[config.mk]
export PLATFORM = sky130hd
export DESIGN_NAME = timer_controller
export DESIGN_NICKNAME = d
export VERILOG_FILES = /design/src/rtl/timer_controller.sv
export SDC_FILE = /design/constraint.sdc
export NUM_CORES = 1
export LEC_CHECK = 0
export ABC_AREA = 0
export CAP_MARGIN = 25
export CORE_ASPECT_RATIO = 0.7
export CORE_MARGIN = 5
export CORE_UTILIZATION = 53
export DETAILED_ROUTE_END_ITERATION = 12
export GPL_TIMING_DRIVEN = 0
export HOLD_SLACK_MARGIN = 0.06
export PLACE_DENSITY = 0.76
export SYNTH_ARGS = -nofsm -noshare
export SYNTH_HDL_FRONTEND = slang
export SYNTH_SLANG_ARGS = --single-unit
[constraint.sdc]
create_clock -name clk -period 2.5 [get_ports clk]
set_input_delay 0.625 -clock clk [delete_from_list [all_inputs] [get_ports clk]]
set_output_delay 0.625 -clock clk [all_outputs]
set_load 0.005 [all_outputs]
[src/rtl/timer_controller.sv]
// Mode sequencer for an MM:SS BCD countdown: button edge events drive set/run/pause/done.
// Events are registered one stage after the prev registers, so a press changes state two edges after the level rises.
module timer_controller #(
    parameter int TICK_DIV = 50000000
) (
    input  logic       clk,
    input  logic       reset,
    input  logic       btn_mode,
    input  logic       btn_inc,
    input  logic       btn_start,
    output logic [3:0] min_tens,
    output logic [3:0] min_ones,
    output logic [3:0] sec_tens,
    output logic [3:0] sec_ones,
    output logic [2:0] state,
    output logic       running,
    output logic       done
);

    localparam int CW = $clog2(TICK_DIV);
    localparam logic [CW-1:0] TICK_LAST = CW'(TICK_DIV - 1);

    localparam logic [2:0] S_IDLE    = 3'd0;
    localparam logic [2:0] S_SET_MIN = 3'd1;
    localparam logic [2:0] S_SET_SEC = 3'd2;
    localparam logic [2:0] S_RUN     = 3'd3;
    localparam logic [2:0] S_PAUSE   = 3'd4;
    localparam logic [2:0] S_DONE    = 3'd5;

    logic          prev_mode, prev_inc, prev_start;
    logic          ev_mode, ev_inc, ev_start;
    logic          go_start, go_mode, go_inc;
    logic [CW-1:0] cnt, cnt_nxt;
    logic [2:0]    state_nxt;
    logic [3:0]    mt_nxt, mo_nxt, st_nxt, so_nxt;
    logic [3:0]    i_mt, i_mo, i_st, i_so;
    logic [3:0]    d_mt, d_mo, d_st, d_so;
    logic          tick, value_nz, dec_zero;

    // prev registers reset high so a button held through reset yields no event
    always_ff @(posedge clk or negedge reset) begin
        if (!reset) begin
            prev_mode  <= 1'b1;
            prev_inc   <= 1'b1;
            prev_start <= 1'b1;
            ev_mode    <= 1'b0;
            ev_inc     <= 1'b0;
            ev_start   <= 1'b0;
        end else begin
            prev_mode  <= btn_mode;
            prev_inc   <= btn_inc;
            prev_start <= btn_start;
            ev_mode    <= btn_mode & ~prev_mode;
            ev_inc     <= btn_inc & ~prev_inc;
            ev_start   <= btn_start & ~prev_start;
        end
    end

    assign go_start = ev_start;
    assign go_mode  = ev_mode & ~ev_start;
    assign go_inc   = ev_inc & ~ev_mode & ~ev_start;

    assign value_nz = |{min_tens, min_ones, sec_tens, sec_ones};
    assign tick     = (state == S_RUN) && (cnt == TICK_LAST);

    always_comb begin
        i_mt = min_tens;
        i_mo = min_ones + 4'd1;
        if (min_ones == 4'd9) begin
            i_mo = 4'd0;
            i_mt = (min_tens == 4'd9) ? 4'd0 : min_tens + 4'd1;
        end
        i_st = sec_tens;
        i_so = sec_ones + 4'd1;
        if (sec_ones == 4'd9) begin
            i_so = 4'd0;
            i_st = (sec_tens == 4'd5) ? 4'd0 : sec_tens + 4'd1;
        end
    end

    // one-second BCD borrow chain; only used while the value is nonzero
    always_comb begin
        d_mt = min_tens;
        d_mo = min_ones;
        d_st = sec_tens;
        d_so = sec_ones - 4'd1;
        if (sec_ones == 4'd0) begin
            d_so = 4'd9;
            d_st = sec_tens - 4'd1;
            if (sec_tens == 4'd0) begin
                d_st = 4'd5;
                d_mo = min_ones - 4'd1;
                if (min_ones == 4'd0) begin
                    d_mo = 4'd9;
                    d_mt = min_tens - 4'd1;
                end
            end
        end
    end

    assign dec_zero = ({d_mt, d_mo, d_st, d_so} == 16'h0000);

    always_comb begin
        state_nxt = state;
        cnt_nxt   = cnt;
        mt_nxt    = min_tens;
        mo_nxt    = min_ones;
        st_nxt    = sec_tens;
        so_nxt    = sec_ones;
        case (state)
            S_IDLE: begin
                if (go_start) begin
                    if (value_nz) begin
                        state_nxt = S_RUN;
                        cnt_nxt   = '0;
                    end
                end else if (go_mode) begin
                    state_nxt = S_SET_MIN;
                end
            end
            S_SET_MIN: begin
                if (go_start) begin
                    if (value_nz) begin
                        state_nxt = S_RUN;
                        cnt_nxt   = '0;
                    end
                end else if (go_mode) begin
                    state_nxt = S_SET_SEC;
                end else if (go_inc) begin
                    mt_nxt = i_mt;
                    mo_nxt = i_mo;
                end
            end
            S_SET_SEC: begin
                if (go_start) begin
                    if (value_nz) begin
                        state_nxt = S_RUN;
                        cnt_nxt   = '0;
                    end
                end else if (go_mode) begin
                    state_nxt = S_IDLE;
                end else if (go_inc) begin
                    st_nxt = i_st;
                    so_nxt = i_so;
                end
            end
            S_RUN: begin
                cnt_nxt = tick ? '0 : cnt + 1'b1;
                if (go_start) begin
                    state_nxt = S_PAUSE;
                end else if (tick) begin
                    mt_nxt = d_mt;
                    mo_nxt = d_mo;
                    st_nxt = d_st;
                    so_nxt = d_so;
                    if (dec_zero) state_nxt = S_DONE;
                end
            end
            S_PAUSE: begin
                if (go_start) begin
                    state_nxt = S_RUN;
                end else if (go_mode) begin
                    state_nxt = S_IDLE;
                    cnt_nxt   = '0;
                end
            end
            S_DONE: begin
                if (ev_start | ev_mode | ev_inc) state_nxt = S_IDLE;
            end
            default: state_nxt = S_IDLE;
        endcase
    end

    always_ff @(posedge clk or negedge reset) begin
        if (!reset) begin
            state    <= S_IDLE;
            cnt      <= '0;
            min_tens <= 4'd0;
            min_ones <= 4'd0;
            sec_tens <= 4'd0;
            sec_ones <= 4'd0;
        end else begin
            state    <= state_nxt;
            cnt      <= cnt_nxt;
            min_tens <= mt_nxt;
            min_ones <= mo_nxt;
            sec_tens <= st_nxt;
            sec_ones <= so_nxt;
        end
    end

    assign running = (state == S_RUN);
    assign done    = (state == S_DONE);

endmodule

==> impl_metrics.env <==
export IMPL_peakVddDrop_mv=0.599
export IMPL_grt_pass1_wl_um=15000
export IMPL_cts_tree="done"
export IMPL_wl_met2_um=4180
export IMPL_vias_per_cell=6.49
export IMPL_cp_start_kind="flip-flop"
export IMPL_clock_path_buffers=2
export IMPL_avgSynthCellArea_um2=8.27
export IMPL_post_route_cell_area_um2=4120
export IMPL_grt_use_total=0.224
export IMPL_maxCapViolCount=0
export IMPL_drc=0
export IMPL_wl_per_cell_um=18.1
export IMPL_dr_max_layer_used="met4"
export IMPL_async_reset_ff_frac=1.00
export IMPL_io_buffers=25
export IMPL_synth_xor_area_frac=0.0264
export IMPL_finalWorstSetupSlack_ps=-61.1
export IMPL_synth_seq_cells=51
export IMPL_fp_dieW_um=105
export IMPL_grt_max_degree=29
export IMPL_p_leak_nw=1.62
export IMPL_drive_above_1_share=0.200
export IMPL_post_dp_hpwl_um=6070
export IMPL_clock_skew_ps=8.66
export IMPL_hold_class="in -> async"
export IMPL_seq_area_frac_synth=0.386
export IMPL_instances_no_fill=523
export IMPL_cts_sinks=51
export IMPL_tightest_slew_ps=744
export IMPL_wl_met1_um=4330
export IMPL_dieHeight_um=76.2
export IMPL_firstDrtPassIters=5
export IMPL_initial_core_util=0.539
export IMPL_syn_inst=401
export IMPL_synth_area_top_cells="dfrtp_1 (36%), o21ai_0 (8.3%), nand2_1 (3.4%)"
export IMPL_place_inst=505
export IMPL_grt_ovfl_total=0
export IMPL_dr_wl_met3_um=826
export IMPL_synth_distinct_cells=57
export IMPL_rows=24
export IMPL_synth_top_family_by_area="simple AND/OR/NAND/NOR gates"
export IMPL_drt_iter0_drc=435
export IMPL_ys_flop_type="dfrtp_1"
export IMPL_final_max_slew_viol_count=0
export IMPL_status="finished with violations"
export IMPL_antenna_found_initial=0
export IMPL_antenna_cells=0
export IMPL_core_um2=6160
export IMPL_dieArea_um2=7960
export IMPL_fmax_ghz=0.390
export IMPL_required_ps=2760
export IMPL_maxSlewHeadroom=0.491
export IMPL_h_tree_depth=2
export IMPL_cts_buffers=5
export IMPL_clock_root_buffer="clkbuf_8"
export IMPL_hold_violations=0
export IMPL_yosys_area_share_simple=0.273
export IMPL_setup_viol=3
export IMPL_ant_nets=0
export IMPL_synth_adder_area_share=0.0226
export IMPL_fin_util=0.670
export IMPL_syn_nets=412
export IMPL_wl_um=9460
export IMPL_violations="setup timing"
export IMPL_period_needed_ps=2560
export IMPL_period_share=1.02
export IMPL_post_dp_cell_area_um2=3680
export IMPL_crit_arrival_ps=2820
export IMPL_place_gp_congestion=0.906
export IMPL_cts_hold_buf=0
export IMPL_worst_path_most_repeated_cell="or4_4"
export IMPL_tns_ps=-123
export IMPL_yosysWarnings=0
export IMPL_area_growth_pct=24.4
export IMPL_synth_edf_count=0
export IMPL_synth_largest_area_cell="dfrtp_1"
export IMPL_io_pin_count=26
export IMPL_pwr_density_cell_nw_per_um2=874
export IMPL_syn_area_um2=3320
export IMPL_synth_compound_area_share=0.228
export IMPL_vias=3392
export IMPL_grt_setup_unrepaired="true"
export IMPL_reg2reg_depth=6
export IMPL_crit_type="reg -> reg"
export IMPL_nets=455
export IMPL_grt_pass1_vias=3022
export IMPL_clkSlewWorstSetupHoldPaths_ps=100
export IMPL_yosys_area_top_type_share=0.362
export IMPL_cpPeakStageDelay_ps=590
export IMPL_cp_slowest_cell="or4_4"
export IMPL_clk_latency_ps=320
export IMPL_worstPathCellList="or4_4 -> or4_4 -> and3_1 -> o2111a_2 -> a31oi_2 -> a21o_1"
export IMPL_end_kind="flip-flop"
export IMPL_yosys_mux_area_fraction=0.0155
export IMPL_crit_fanout=6
export IMPL_pre_cts_ws_ps=-484
state kept, by name, summed over array words and instances (netlist names):
register / cells
sec_tens: 4
sec_ones: 4
prev_inc: 1
prev_mode: 1
prev_start: 1
ev_mode: 1
state: 3
ev_inc: 1
min_ones: 4
cnt: 26
ev_start: 1
min_tens: 4
synth_stat cells, types with 6 or more instances:
master    number
nand2_1       30
nor2_1        29
xor2_1         6
dfrtp_1       48
clkbuf_1      20
nor2b_1       10
nand4_1       12
nor3_1        12
and3_1         8
a31oi_1       13
o31ai_1       12
inv_1          8
nor4_1         8
nand3_1       22
ha_1           6
o21ai_0       55
nor3b_1        6
a21oi_1       18
o21ai_1        6
worst max-delay path: cells and delay by family (launching register included):
family / cells / cell delay, ps
AND/OR/NAND/NOR: 3 / 1360
AO/OA/AOI/OAI: 3 / 700
flip-flops: 1 / 430
through the flow:
step | total power, mW | hold WS [ps]
6_report | 3.60 | 298
4_1_cts | 3.31 | 315
2_1_floorplan | 2.10 | 329
5_1_grt | 3.83 | 341
3_5_place_dp | 2.66 | 466
3_3_place_gp | 2.63 | 458
what timing repair did:
action,CTS,global route
buffers inserted,9,6
gates resized for setup,23,79
pin swaps,7,11
setup endpoints to repair,34,36
cloned,0,2
placed cells by master (no fill, tap or decap), drive strengths merged, types with 13 or more instances in the layout:
| master | count |
|---|---|
| dfrtp | 48 |
| nor2 | 29 |
| buf | 22 |
| a31oi | 13 |
| a21oi | 18 |
| clkbuf | 24 |
| nand3 | 22 |
| nand2 | 30 |
| o21ai | 61 |
| clkdlybuf4s50 | 23 |
final timing paths:
kind	slack, ps	endpoint	startpoint
setup / recovery	-60	state[1]	sec_tens[0]
hold / removal	300	min_tens[2]	reset
setup reg to reg	-60	state[1]	sec_tens[0]
hold reg to reg	490	ev_inc	prev_inc
max in group asynchronous	1640	cnt[0]	reset
min in group clk	490	ev_inc	prev_inc
where the power goes:
group | switching (mW) | internal [mW]
clock network | 0.294 | 0.197
logic | 1.13 | 0.856
registers | 0.192 | 0.935
total | 1.62 | 1.99
layout make-up:
| cell class | instances | area [µm²] |
|---|---|---|
| tap | 78 | 97.6 |
| sequential | 51 | 1280 |
| fill | 487 | 2030 |
| timing repair buffer | 43 | 417 |
| inverter | 9 | 41.3 |
| clock inverter | 2 | 12.5 |
| buffer | 21 | 124 |
| clock buffer | 6 | 72.6 |
| multi-input combinational | 313 | 2080 |
kinds of logic after synthesis:
logic type      after synthesis
simple gates                166
xor+xnor                     10
flops                        51
buf+inv                      37
compound gates              126
fa+ha+maj                     6
mux                           5
metal layers:
metal  vias to the layer above  GRT usage
met2                       169      0.308
met5                         -          0
met4                         0     0.0543
met1                      1628      0.352
met3                        15     0.0491
li1                       1580          -
No activity file was read; power rests on OpenSTA's default activity.
